[config.mk]
export PLATFORM = sky130hd
export DESIGN_NAME = bias_ram_loader
export DESIGN_NICKNAME = d
export VERILOG_FILES = /design/src/rtl/bias_pkg.sv /design/src/rtl/bias_wr_cnt.sv /design/src/rtl/bias_ram_loader.sv
export SDC_FILE = /design/constraint.sdc
export NUM_CORES = 1
export LEC_CHECK = 0
export CAP_MARGIN = 10
export CORE_MARGIN = 2
export CORE_UTILIZATION = 35
export DETAILED_ROUTE_END_ITERATION = 10
export GPL_TIMING_DRIVEN = 0
export PLACE_DENSITY = 0.65
export SETUP_SLACK_MARGIN = 0.4
export SYNTH_ARGS = -nofsm -noshare
export SYNTH_HDL_FRONTEND = slang
export SYNTH_HIERARCHICAL = 1
export SYNTH_SLANG_ARGS = --single-unit
[constraint.sdc]
create_clock -name clk -period 2.9 [get_ports clk]
set_input_delay 0.29 -clock clk [delete_from_list [all_inputs] [get_ports clk]]
set_output_delay 0.29 -clock clk [all_outputs]
set_load 0.01 [all_outputs]
[src/rtl/bias_pkg.sv]
// Shared bias-storage constants and loader state type; the accumulator's read
// wrapper imports the same constants so both sides agree on bank geometry.
package bias_pkg;

    localparam int BIAS_LANES = 6;
    localparam int BIAS_DW    = 18;
    localparam int BIAS_AW    = 9;

    typedef enum logic [1:0] {
        IDLE = 2'd0,
        LOAD = 2'd1,
        FIN  = 2'd2
    } bias_load_state_t;

endpackage

[src/rtl/bias_wr_cnt.sv]
// Lane/row position of the next stream word within a bias load, plus a flag
// marking the final word of the load.
module bias_wr_cnt
    import bias_pkg::*;
#(
    parameter int LANES = BIAS_LANES,
    parameter int AW    = BIAS_AW,
    localparam int LW   = (LANES > 1) ? $clog2(LANES) : 1
) (
    input  logic          clk,
    input  logic          rst_n,
    input  logic          clear,
    input  logic          advance,
    input  logic [AW:0]   num_rows,
    output logic [LW-1:0] lane,
    output logic [AW-1:0] row,
    output logic          last
);

    logic lane_wrap;

    assign lane_wrap = (lane == LW'(LANES - 1));
    assign last      = lane_wrap && ({1'b0, row} == (num_rows - 1'b1));

    always_ff @(posedge clk or negedge rst_n) begin
        if (!rst_n) begin
            lane <= '0;
            row  <= '0;
        end else if (clear) begin
            lane <= '0;
            row  <= '0;
        end else if (advance) begin
            if (lane_wrap) begin
                lane <= '0;
                row  <= row + 1'b1;
            end else begin
                lane <= lane + 1'b1;
            end
        end
    end

endmodule

[src/rtl/bias_ram_loader.sv]
// Scatters a lane-major bias word stream into one-hot bank write strobes.
// Optional BIAS_LOAD_CSUM_EN adds a running checksum output of accepted words.
module bias_ram_loader
    import bias_pkg::*;
#(
    parameter int LANES = BIAS_LANES,
    parameter int DW    = BIAS_DW,
    parameter int AW    = BIAS_AW,
    localparam int LW   = (LANES > 1) ? $clog2(LANES) : 1
) (
    input  logic             clk,
    input  logic             rst_n,
    input  logic             start,
    input  logic [AW-1:0]    base_addr,
    input  logic [AW:0]      num_rows,
    input  logic             abort,
    input  logic             s_valid,
    input  logic [DW-1:0]    s_data,
    output logic             s_ready,
    output logic [AW-1:0]    wr_addr,
    output logic [DW-1:0]    wr_data,
    output logic [LANES-1:0] wr_en,
    output logic             busy,
    output logic             done,
`ifdef BIAS_LOAD_CSUM_EN
    output logic [DW-1:0]    csum,
`endif
    output logic             err
);

    bias_load_state_t state, state_nxt;

    logic [AW-1:0] base_q;
    logic [AW:0]   rows_q;
    logic [LW-1:0] lane;
    logic [AW-1:0] row;
    logic          last;
    logic          start_ok;
    logic          hs;

    assign start_ok = start && (state == IDLE);
    // A word offered in the abort cycle is dropped, so abort masks the handshake.
    assign hs       = s_valid && s_ready && !abort;

    bias_wr_cnt #(
        .LANES (LANES),
        .AW    (AW)
    ) u_cnt (
        .clk      (clk),
        .rst_n    (rst_n),
        .clear    (start_ok),
        .advance  (hs),
        .num_rows (rows_q),
        .lane     (lane),
        .row      (row),
        .last     (last)
    );

    always_ff @(posedge clk or negedge rst_n) begin
        if (!rst_n) state <= IDLE;
        else        state <= state_nxt;
    end

    always_comb begin
        state_nxt = state;
        case (state)
            IDLE: if (start) state_nxt = (num_rows != '0) ? LOAD : FIN;
            LOAD: begin
                if (abort)          state_nxt = IDLE;
                else if (hs && last) state_nxt = FIN;
            end
            FIN:     state_nxt = IDLE;
            default: state_nxt = IDLE;
        endcase
    end

    always_comb begin
        s_ready = (state == LOAD);
        busy    = (state != IDLE);
    end

    // done trails FIN by a register so it lands one cycle after the last strobe.
    always_ff @(posedge clk or negedge rst_n) begin
        if (!rst_n) begin
            wr_en   <= '0;
            wr_addr <= '0;
            wr_data <= '0;
            done    <= 1'b0;
            err     <= 1'b0;
            base_q  <= '0;
            rows_q  <= '0;
        end else begin
            wr_en <= '0;
            done  <= (state == FIN) && !abort;
            if (hs) begin
                wr_en   <= LANES'(1) << lane;
                wr_addr <= base_q + row;
                wr_data <= s_data;
            end
            if (start_ok) begin
                base_q <= base_addr;
                rows_q <= num_rows;
                err    <= 1'b0;
            end else if (abort && (state != IDLE)) begin
                err <= 1'b1;
            end
        end
    end

`ifdef BIAS_LOAD_CSUM_EN
    always_ff @(posedge clk or negedge rst_n) begin
        if (!rst_n)        csum <= '0;
        else if (start_ok) csum <= '0;
        else if (hs)       csum <= csum + s_data;
    end
`endif

endmodule

* Yosys cells after proc, flatten, opt, wreduce, memory -nomap -nowiden
Index checks and enable logic that the tools add are counted.
Word-level totals: flip-flop bits (word level) 68, latch bits 0, bits in writable memories 0, ROM bits 0, input port bits 42, output and inout port bits 37, logic and storage cells 51, memories kept 0
Cells by class: add/sub/neg operators 4, multipliers 0, div/mod/pow operators 0, order comparisons 0, eq/ne operators 6, shifts and indexed selects 1, mux-type cells 14, bitwise operators 0, reduce and logical (&&, ||, !) cells 16
Operators by type and width (number):
- 9-bit 2-to-1 mux | 3
- 9-bit by 10-bit == test with 1-bit output | 1
- 10-bit nonzero test | 1
- 10-bit by 1-bit subtractor with 10-bit output, second input constant | 1
- 9-bit by 1-bit adder with 9-bit output, second input constant | 1
- 9-bit adder | 1
- 3-bit 2-to-1 mux | 3
- 2-bit 2-to-1 mux | 4
- 2-bit nonzero test | 4
- 1-bit logical AND | 7
- 6-bit 2-to-1 mux | 1
- 1-bit by 3-bit << shifter with 6-bit output, first input constant | 1
- 2-bit one-hot mux with 2 select lines | 1
- 2-bit AND reduction | 2
- 3-bit by 1-bit adder with 3-bit output, second input constant | 1
- 3-bit == test, second input constant | 1
- 3-bit by 2-bit inequality test with 1-bit output, second input constant | 1
- 2-bit by 1-bit == test with 1-bit output, second input constant | 1
- 2-bit == test, second input constant | 1
- 2-bit logical NOT | 1
- 1-bit 2-to-1 mux | 2
- 2-bit inequality test, second input constant | 1
- 1-bit logical NOT | 1

* Logic depth before layout (Yosys ltp)
Gate-level depths: netlist of the first run.
depth after elaboration 7, depth in mapped cells 9, gate-level depth less buffers 9

* Modules after synthesis
Netlist of the first run, hierarchy kept.
Modules (own cells, without submodules):
- bias_ram_loader | instances 1, cells each 223, area an instance 2484.9 um^2, seq. area each 1401.3 um^2
- bias_wr_cnt | instances 1, cells each 104, area an instance 897.1 um^2, seq. area each 300.3 um^2

* Least setup slack after synthesis of the first run
No wires, ideal clock.
path kind reg-to-reg, start point reg rows_q[2], end point reg state[0], library setup time 0.122 ns, arrival 2.277 ns, required time 2.778 ns, setup slack 0.501 ns, cell stages (with the launch flop) 8, path buffers 0, period minus slack after synthesis 2.399 ns, cell sequence dfrtp_1 -> or4_4 -> or3_4 -> o311a_1 -> a211oi_1 -> o221a_2 -> nand2_1 -> a32o_1
Between the ends: word-level cells in the longest chain between the ends 6
Ends and longest elaborated chain:
- from (decl) | line bias_ram_loader.sv:34 | logic [AW:0] rows_q;
- from (signal assigned) | line bias_ram_loader.sv:102 | rows_q <= num_rows;
- 10-bit by 1-bit subtractor with 10-bit output | line bias_wr_cnt.sv:23 | assign last = lane_wrap && ({1'b0, row} == (num_rows - 1'b1));
- 9-bit by 10-bit == test with 1-bit output | line bias_wr_cnt.sv:23
- 1-bit logical AND | line bias_wr_cnt.sv:23
- via last | line bias_ram_loader.sv:37 | logic last;
- 1-bit logical AND | line bias_ram_loader.sv:70 | else if (hs && last) state_nxt = FIN;
- 3-bit by 2-bit inequality test with 1-bit output (no source line)
- 2-bit AND reduction (no source line)
- to (signal assigned) | line bias_ram_loader.sv:61 | else state <= state_nxt;
- to (decl) | line bias_ram_loader.sv:31 | bias_load_state_t state, state_nxt;
The timed path passes the listed nets, and every way through them passes these cells. A chain may end at the register's enable or synchronous reset.

* Worst setup path in the final report of the first run
Same ends and word-level chain as after synthesis.

==> results of run 1 <==
==> what timing repair did <==
item,CTS,global route
endpoints found under the setup margin,1,6
setup buffers,2,3
gates resized for setup,2,6
pin swaps,0,3
==> flip-flops by register name, summed over array words and instances, names as in the netlist <==
signal      cells
wr_data        18
rows_q         10
base_q          9
u_cnt/row       9
wr_addr         9
wr_en           6
u_cnt/lane      3
state           2
done            1
err             1
==> worst paths after layout <==
path                                           endpoint              startpoint  cells past startpoint
min in group clk                wr_data[16]$_DFFE_PN0P_              s_data[16]                      3
worst max register to register     state[0]$_DFFE_PN0P_   rows_q[2]$_DFFE_PN0P_                      7
worst min register to register   wr_data[4]$_DFFE_PN0P_  wr_data[4]$_DFFE_PN0P_                      2
max in group asynchronous         rows_q[2]$_DFFE_PN0P_                   rst_n                      1
worst min-delay path             wr_addr[6]$_DFFE_PN0P_                   rst_n                      1
worst max-delay path               state[0]$_DFFE_PN0P_   rows_q[2]$_DFFE_PN0P_                      7
==> placed cells by master, fill, tap and decap left out, types with 6 or more instances in the layout <==
cell type        Yosys  final
a21oi_1             16     16
buf_4                0      6
clkbuf_8             0     10
clkdlybuf4s50_1      0     77
dfrtp_1             68     66
ha_1                10     10
inv_1               10      9
mux2_1              17     17
nand2_1             74     74
nor2_1              13     13
o21ai_0             11     11
xnor2_1             13     13
xor2_1               6      6
==> metal layers <==
| layer | vias up | wire length, µm | share of wire | GRT usage |
|---|---|---|---|---|
| met5 | - | 0 | 0 | 0 |
| met4 | 0 | 78 | 0.011 | 0.05333 |
| met3 | 8 | 340 | 0.046 | 0.03625 |
| met2 | 59 | 3426 | 0.46 | 0.2424 |
| met1 | 1299 | 3558 | 0.48 | 0.1964 |
| li1 | 1344 | - | - | - |
==> where the power goes <==
part / internal (mW) / leakage, nW / switching, mW
logic: 0.462 / 1.05 / 0.354
clock network: 0.416 / 0.0935 / 0.343
registers: 1.13 / 0.859 / 0.131
total: 2.01 / 2.00 / 0.828
==> through the flow <==
step	setup WS [ps]	hold WS (ps)	cell area, µm²	util	cells
after floorplan	500.9	-5.591	3382	-	327
after global placement	-818.7	457.0	4324	0.4636	534
after detailed placement	61.66	457.9	4322	0.4633	534
after CTS	400.7	88.68	4527	0.4853	551
after global routing	358.4	135.3	4566	0.4895	554
final	457.6	49.40	4566	0.4895	554
==> worst register-to-register path: cells and delay by family (launching register included) <==
family | cells | cell delay (ps)
and+or+nand+nor | 3 | 970
AOI/OAI and AO/OA | 4 | 960
DFF | 1 | 410
==> logic make-up (layout without fill, tap and decap cells) <==
kind of cell,after synthesis,in the layout,synth area share
buffers and inverters,20,118,0.02886
AOI/OAI and AO/OA,50,50,0.09804
xor gates and xnor gates,19,19,0.04920
muxes,21,21,0.06955
adders and majority gates,11,11,0.04292
DFF,68,68,0.5031
and+or+nand+nor,138,138,0.2083
==> layout make-up <==
cell class / count / area [µm²]
clock inverters: 2 / 35.03
multi-input cells: 239 / 1600
fillers: 879 / 4762
inverters: 10 / 37.54
flip-flops and latches: 68 / 1704
plain buffers: 10 / 62.56
repair buffers: 83 / 815.8
clock buffers: 13 / 148.9
well taps: 129 / 161.4
==> impl_metrics.py, run 1 <==
metrics = {
    "timing": {
        "worstMarginPinSlew_ps": 843.6,
        "maxSlewHeadroom": 0.4376,
        "hold_viol": 0,
        "rsz0062_at_grt": "yes",
        "skew_ps": 4.994,
        "setup_viol": 0,
        "tns_ps": 0,
        "finalMaxSlewViolations": 0,
        "period_needed_ps": 2442,
        "period_share": 0.8422,
        "clock.fmax_mhz": 409.4,
    },
    "cts": {
        "clkLatencyLatePin_ps": 340,
        "cts_max_path_buffers": 2,
        "clk_pin_slew_ps": 70,
        "h-tree-depth": 3,
        "cts_buffers": 9,
        "tritoncts": "done",
        "ctsHoldBuffers": 0,
        "cts_root_buf": "clkbuf_8",
        "cts_sinks": 68,
    },
    "detailed_routing": {
        "drc": 0,
        "drt_iter0_drc": 72,
        "routed_wl_mm": 7.404,
        "drtAntennaViolNets": 0,
        "vias": 2710,
        "vias_per_cell": 4.892,
        "wl_per_cell_um": 13.36,
        "dr.pass1.iters": 4,
    },
    "grt": {
        "grt_usage": 0.1497,
        "antenna_found_initial": 0,
        "grt_pass1_vias": 2576,
        "grt_max_degree": 69,
        "grt_overflow": 0,
        "grt_pass1_wl_mm": 12.17,
    },
    "setup_path": {
        "crit_slowest_cell": "or4_4",
        "critPathTopFamily": "simple AND/OR/NAND/NOR gates",
        "worstPathArrival_ps": 2670,
        "worst_setup_path_end_kind": "flop",
        "start_kind": "flop",
        "cp.required_ps": 3130,
        "critical_path_peak_fanout": 4,
        "slowest_delay_ps": 550,
        "path_class": "flop to flop",
        "worst-r2r-setup-slack_ps": 460,
        "path_buf_inv": 0,
        "cp_cell_sequence": "or4_4 > or3_4 > o311a_1 > a211oi_2 > o221a_2 > nand2_1 > a32o_1",
    },
    "floorplanning": {
        "boundaryPins": 79,
        "row_count": 35,
        "die_h_um": 102.3,
        "initial_core_util": 0.3626,
        "chipWidth_um": 102.3,
        "dieArea_um2": 10470,
        "design.core.area_um2": 9328,
    },
    "final_layout": {
        "syn_to_final_growth_pct": 35.00,
        "diodes": 0,
        "nets": 474,
        "drive_gt1_frac": 0.1059,
    },
    "synth": {
        "synth_flop_cell": "dfrtp_1",
        "yosys_warnings": 6,
        "synth_common_cells": "nand2_1, dfrtp_1, mux2_1",
        "syn_area_per_cell_um2": 10.34,
        "ys_types": 53,
        "post-synth-top-count-cell": "nand2_1",
        "synth_top_area_cell": "dfrtp_1",
        "yosysSeqAreaShare": 0.5031,
        "synth.top_cell.area_share": 0.5031,
        "synthCells": 327,
        "synth-async-reset-ratio": 1.000,
        "ys_ff_latch": 68,
        "syn_area_um2": 3382,
        "synth_edf_count": 0,
        "ys_top_cells_by_area": "dfrtp_1, nand2_1, mux2_1",
        "syn_nets": 380,
    },
    "placement": {
        "numPortBuffers": 78,
        "gp_congestion": 0.8580,
        "dp_hpwl_mm": 5.399,
    },
    "worst_hold_path": {
        "min_path_type": "primary input to asynchronous set/reset pin",
    },
    "power_and_ir_drop": {
        "powerDensity_nw_per_um2": 621.2,
        "ir_drop_uv": 230.6,
        "power_mw": 2.836,
        "p_leak_nw": 2.004,
    },
    "run_status": {
        "status": "finished, final reports clean",
    },
    "job": {
        "maxCapViolations": 0,
    },
}
(Power assumes the default switching activity.)
==> inputs of run 2 (changes only) <==
- clock period: 2.9 -> 2.45 ns (I/O delays scaled with it)
==> impl_metrics.py, run 2 (synthesis results as in run 1) <==
metrics = {
    "power_and_ir_drop": {
        "power.internal_mw": 2.374,
        "powerDensity_nw_per_um2": 734.3,
        "net-switching-power_mw": 1.016,
        "switching_share": 0.2996,
        "p_seq_frac": 0.440,
        "p_leak_nw": 2.015,
        "combinationalPowerShare": 0.283,
        "ir_drop_uv": 337.0,
        "p_clk_frac": 0.277,
    },
    "setup_path": {
        "r2r_start": "rows_q[4]$_DFFE_PN0P_",
        "critical_path_peak_fanout": 2,
        "path_class": "flop to flop",
        "reg2reg_depth": 7,
        "cp.required_ps": 2680,
        "start_kind": "flop",
        "worstPathArrival_ps": 2590,
        "worst-r2r-setup-slack_ps": 90,
        "worst_setup_path_end_kind": "flop",
        "r2r_end": "state[0]$_DFFE_PN0P_",
    },
    "cts": {
        "clk_pin_slew_ps": 80,
        "cts_root_buf": "clkbuf_8",
        "ctsHoldBuffers": 0,
        "clkLatencyLatePin_ps": 340,
        "tritoncts": "done",
        "cts_max_path_buffers": 2,
        "h-tree-depth": 3,
        "cts_buffers": 9,
        "cts_sinks": 68,
    },
    "final_layout": {
        "nets": 475,
        "regMostFlops": "wr_data",
        "reg_top3": "wr_data x18, rows_q x10",
        "drive_gt1_frac": 0.1288,
        "final_area_um2": 4616,
        "diodes": 0,
        "largest_reg_flops": 18,
        "fill_cells": 883,
        "final_common_cell": "clkdlybuf4s50_1",
        "most-common-layout-cells": "clkdlybuf4s50_1, nand2_1, dfrtp_1",
        "utilization": 0.4948,
        "layoutNonFillerInstCount": 556,
        "syn_to_final_growth_pct": 36.48,
    },
    "timing": {
        "period_share": 0.9631,
        "maxSlewHeadroom": 0.4310,
        "hold_viol": 0,
        "setup_viol": 0,
        "clock.fmax_mhz": 423.8,
        "timing.final.ws_setup_ps": 90.33,
        "rsz0062_at_grt": "yes",
        "hold_ws_ps": 13.73,
        "skew_ps": 6.026,
        "worstMarginPinSlew_ps": 853.5,
        "finalMaxSlewViolations": 0,
        "period_needed_ps": 2360,
    },
    "placement": {
        "numPortBuffers": 78,
        "post-place-cells": 534,
        "post-place-ws_ps": -378.8,
        "gp_congestion": 0.8495,
        "dp_hpwl_mm": 5.384,
        "placed_cell_area_um2": 4324,
    },
    "detailed_routing": {
        "drt_iter0_drc": 157,
        "vias": 2715,
        "dr.pass1.iters": 4,
        "wl_per_cell_um": 13.61,
        "drtAntennaViolNets": 0,
        "drc": 0,
        "vias_per_cell": 4.883,
        "routed_wl_mm": 7.565,
    },
    "grt": {
        "grt_overflow": 0,
        "antenna_found_initial": 0,
        "busiest_layer": "met2",
        "grtUsageMet2": 0.2556,
        "grt_usage": 0.1512,
        "grt_pass1_wl_mm": 12.26,
        "grt_max_degree": 69,
        "grtUsageMet1": 0.1875,
        "use_met3": 0.04172,
        "grt_pass1_vias": 2626,
    },
    "worst_hold_path": {
        "min_path_type": "primary input to asynchronous set/reset pin",
    },
    "floorplanning": {
        "initial_core_util": 0.3626,
        "die_h_um": 102.3,
        "design.core.area_um2": 9328,
        "dieArea_um2": 10470,
        "boundaryPins": 79,
        "chipWidth_um": 102.3,
        "row_count": 35,
    },
    "run_status": {
        "status": "finished, final reports clean",
    },
    "job": {
        "maxCapViolations": 0,
    },
}
==> run 2: cell types whose count changed in the layout (fill, tap and decap cells not counted), moves of 2 or more <==
cell	change
clkbuf_1	-3
buf_4	+2
clkinvlp_4	+2
a211oi_1	-2
==> run 2: through the flow <==
step           setup TNS [ps]  total power [mW]
6_report                    0             3.389
5_1_grt                -14.37             3.612
4_1_cts                     0             3.415
3_5_place_dp            -1188             2.447
3_3_place_gp           -82920             2.421
2_1_floorplan               0             1.960
==> run 2: worst max path at each step <==
stage                                from                  endpoint  slack [ps]  cells after the start
floorplan           rows_q[3]$_DFFE_PN0P_      state[0]$_DFFE_PN0P_         110                      7
global placement                    rst_n     rows_q[8]$_DFFE_PN0P_       -1210                      1
detailed placement                  abort  u_cnt/row[7]$_DFFE_PN0P_        -380                      9
CTS                 rows_q[3]$_DFFE_PN0P_      state[0]$_DFFE_PN0P_          90                      7
global route        rows_q[3]$_DFFE_PN0P_      state[0]$_DFFE_PN0P_         -10                      7
finish              rows_q[4]$_DFFE_PN0P_      state[0]$_DFFE_PN0P_          90                      7
==> run 2: worst max-delay path, stage by stage, from the launching register on <==
cell      delay, ps
dfrtp_1         380
or4_4           540
or3_4           350
o311a_1         310
a211oi_2        140
o221a_2         220
nand2_1          60
a32o_1          250
==> run 2: power groups by stage <==
stage | logic [mW] | registers [mW] | clock network, mW
after floorplan | 0.403 | 1.56 | 0
after global placement | 0.906 | 1.52 | 0
after detailed placement | 0.922 | 1.52 | 0
after CTS | 0.966 | 1.49 | 0.956
after global routing | 1.05 | 1.53 | 1.03
final | 0.960 | 1.49 | 0.938
==> run 2: layer usage <==
layer	routed length [µm]	share of wire
met5	0	0
met4	67	0.0089
met3	397	0.052
met2	3602	0.48
met1	3499	0.46
==> run 2: cell type report <==
cell class	count	area, µm²	area share
buffer	10	62.56	0.01355
clock inverter	6	63.81	0.01382
multi-input combinational	239	1624	0.3519
clock buffer	10	137.6	0.02982
inverter	10	37.54	0.008132
timing repair buffer	84	823.3	0.1784
tap	129	161.4	0.03497
sequential	68	1705	0.3695
==> run 2: timing repair <==
| item | 4_1_cts | 5_1_grt |
|---|---|---|
| setup endpoints to repair | 11 | 10 |
| pin swaps | 1 | 2 |
| gates cloned | 0 | 0 |
| buffers inserted | 5 | 1 |
| resized for setup | 7 | 6 |
==> inputs of run 3 (changes only) <==
- CTS_BUF_LIST: default -> sky130_fd_sc_hd__clkbuf_2 sky130_fd_sc_hd__clkbuf_4 sky130_fd_sc_hd__clkbuf_8
- PLACE_DENSITY: 0.65 -> 0.63
==> impl_metrics.py, run 3 (synthesis results as in run 1) <==
metrics = {
    "run_status": {
        "status": "finished, final reports clean",
    },
    "grt": {
        "grt_pass1_vias": 2625,
        "grt_pass1_wl_mm": 12.23,
        "antenna_found_initial": 0,
        "grt_max_degree": 69,
        "grt_usage": 0.1493,
        "grt_overflow": 0,
    },
    "floorplanning": {
        "row_count": 35,
        "die_h_um": 102.3,
        "chipWidth_um": 102.3,
        "boundaryPins": 79,
        "initial_core_util": 0.3626,
        "design.core.area_um2": 9328,
        "dieArea_um2": 10470,
    },
    "timing": {
        "rsz0062_at_grt": "yes",
        "hold_viol": 0,
        "worstMarginPinSlew_ps": 834.2,
        "maxSlewHeadroom": 0.4438,
        "period_needed_ps": 2418,
        "finalMaxSlewViolations": 0,
        "skew_ps": 13.06,
        "clock.fmax_mhz": 413.6,
        "setup_viol": 0,
        "period_share": 0.9868,
    },
    "cts": {
        "tritoncts": "done",
        "cts_max_path_buffers": 2,
        "cts_root_buf": "clkbuf_8",
        "h-tree-depth": 3,
        "cts_sinks": 68,
        "clk_pin_slew_ps": 90,
        "clkLatencyLatePin_ps": 350,
        "cts_buffers": 9,
        "ctsHoldBuffers": 0,
    },
    "placement": {
        "numPortBuffers": 78,
        "dp_hpwl_mm": 5.442,
        "post-place-cells": 534,
        "gp_congestion": 0.8433,
    },
    "setup_path": {
        "path_class": "flop to flop",
        "start_kind": "flop",
        "worst_setup_path_end_kind": "flop",
        "critical_path_peak_fanout": 2,
        "cp.required_ps": 2680,
        "reg2reg_depth": 7,
        "worstPathArrival_ps": 2650,
        "worst-r2r-setup-slack_ps": 30,
        "r2r_end": "state[0]$_DFFE_PN0P_",
        "r2r_start": "rows_q[4]$_DFFE_PN0P_",
        "setup.worst_path.start": "rows_q[4]$_DFFE_PN0P_",
    },
    "detailed_routing": {
        "vias": 2775,
        "vias_per_cell": 4.903,
        "drtAntennaViolNets": 0,
        "routed_wl_mm": 7.676,
        "drc": 0,
        "dr.pass1.iters": 4,
        "drt_iter0_drc": 134,
        "wl_per_cell_um": 13.56,
    },
    "final_layout": {
        "syn_to_final_growth_pct": 39.36,
        "largest_reg_flops": 18,
        "reg_top3": "wr_data x18, rows_q x10",
        "layoutNonFillerInstCount": 566,
        "nets": 485,
        "diodes": 0,
        "most-common-layout-cells": "clkdlybuf4s50_1, nand2_1, dfrtp_1",
        "fill_cells": 846,
        "regMostFlops": "wr_data",
        "final_common_cell": "clkdlybuf4s50_1",
        "drive_gt1_frac": 0.1465,
        "multiInputGateArea_um2": 1635,
        "ff_latch_area_um2": 1704,
    },
    "power_and_ir_drop": {
        "p_leak_nw": 2.068,
        "powerDensity_nw_per_um2": 727.2,
        "power_mw": 3.427,
        "ir_drop_uv": 401.9,
    },
    "job": {
        "maxCapViolations": 0,
    },
    "worst_hold_path": {
        "min_path_type": "primary input to asynchronous set/reset pin",
    },
}
==> run 3: report_power, final <==
group	internal (mW)	leakage, nW	switching (mW)
Combinational	0.555	1.11	0.423
Clock	0.484	0.0973	0.476
Sequential	1.34	0.858	0.153
Total	2.37	2.07	1.05
==> run 3: area by class of cell <==
cell class | count | area share
repair buffers | 94 | 0.1906
plain buffers | 10 | 0.01487
multi-input cells | 239 | 0.3470
well taps | 129 | 0.03424
flip-flops and latches | 68 | 0.3616
clock buffers | 9 | 0.02628
inverters | 10 | 0.008495
clock inverters | 7 | 0.01699
==> run 3: worst max path at each step <==
stage                                to  slack (ps)  cells after the start
2_1_floorplan      state[0]$_DFFE_PN0P_         110                      7
3_3_place_gp      rows_q[6]$_DFFE_PN0P_       -1200                      1
3_5_place_dp   u_cnt/row[7]$_DFFE_PN0P_        -320                      9
4_1_cts            state[0]$_DFFE_PN0P_          80                      7
5_1_grt            state[0]$_DFFE_PN0P_         -20                      7
6_report           state[0]$_DFFE_PN0P_          30                      7
==> run 3: through the flow <==
step | hold WS, ps | instance area, µm² | utilization | setup TNS (ps) | setup WS (ps)
after floorplan | -50.59 | 3385 | - | 0 | 105.3
final | 8.466 | 4713 | 0.5053 | 0 | 32.35
after global placement | 458.2 | 4327 | 0.4639 | -82480 | -1205
after CTS | 31.05 | 4579 | 0.4909 | 0 | 80.82
after detailed placement | 415.8 | 4324 | 0.4636 | -935.3 | -318.4
after global routing | 79.15 | 4713 | 0.5053 | -15.02 | -15.02
==> run 3: worst max-delay path, stage by stage (launching register included) <==
cell,delay (ps)
dfrtp_1,400
or4_4,540
or3_4,350
o311a_1,310
a211oi_2,170
o221a_2,230
nand2_1,50
a32o_1,250
==> run 3: what timing repair did <==
item | CTS | global route
gates resized for setup | 5 | 11
pin swaps | 3 | 5
endpoints found under the setup margin | 10 | 10
setup buffers | 5 | 11
==> run 3: routing by layer <==
metal / wire length [µm] / part of all wire / GRT usage / vias up
met5: 0 / 0 / 0 / -
met4: 85 / 0.011 / 0.05538 / 0
met3: 364 / 0.047 / 0.03625 / 8
met2: 3655 / 0.48 / 0.2480 / 69
met1: 3572 / 0.47 / 0.1895 / 1332
li1: - / - / - / 1366
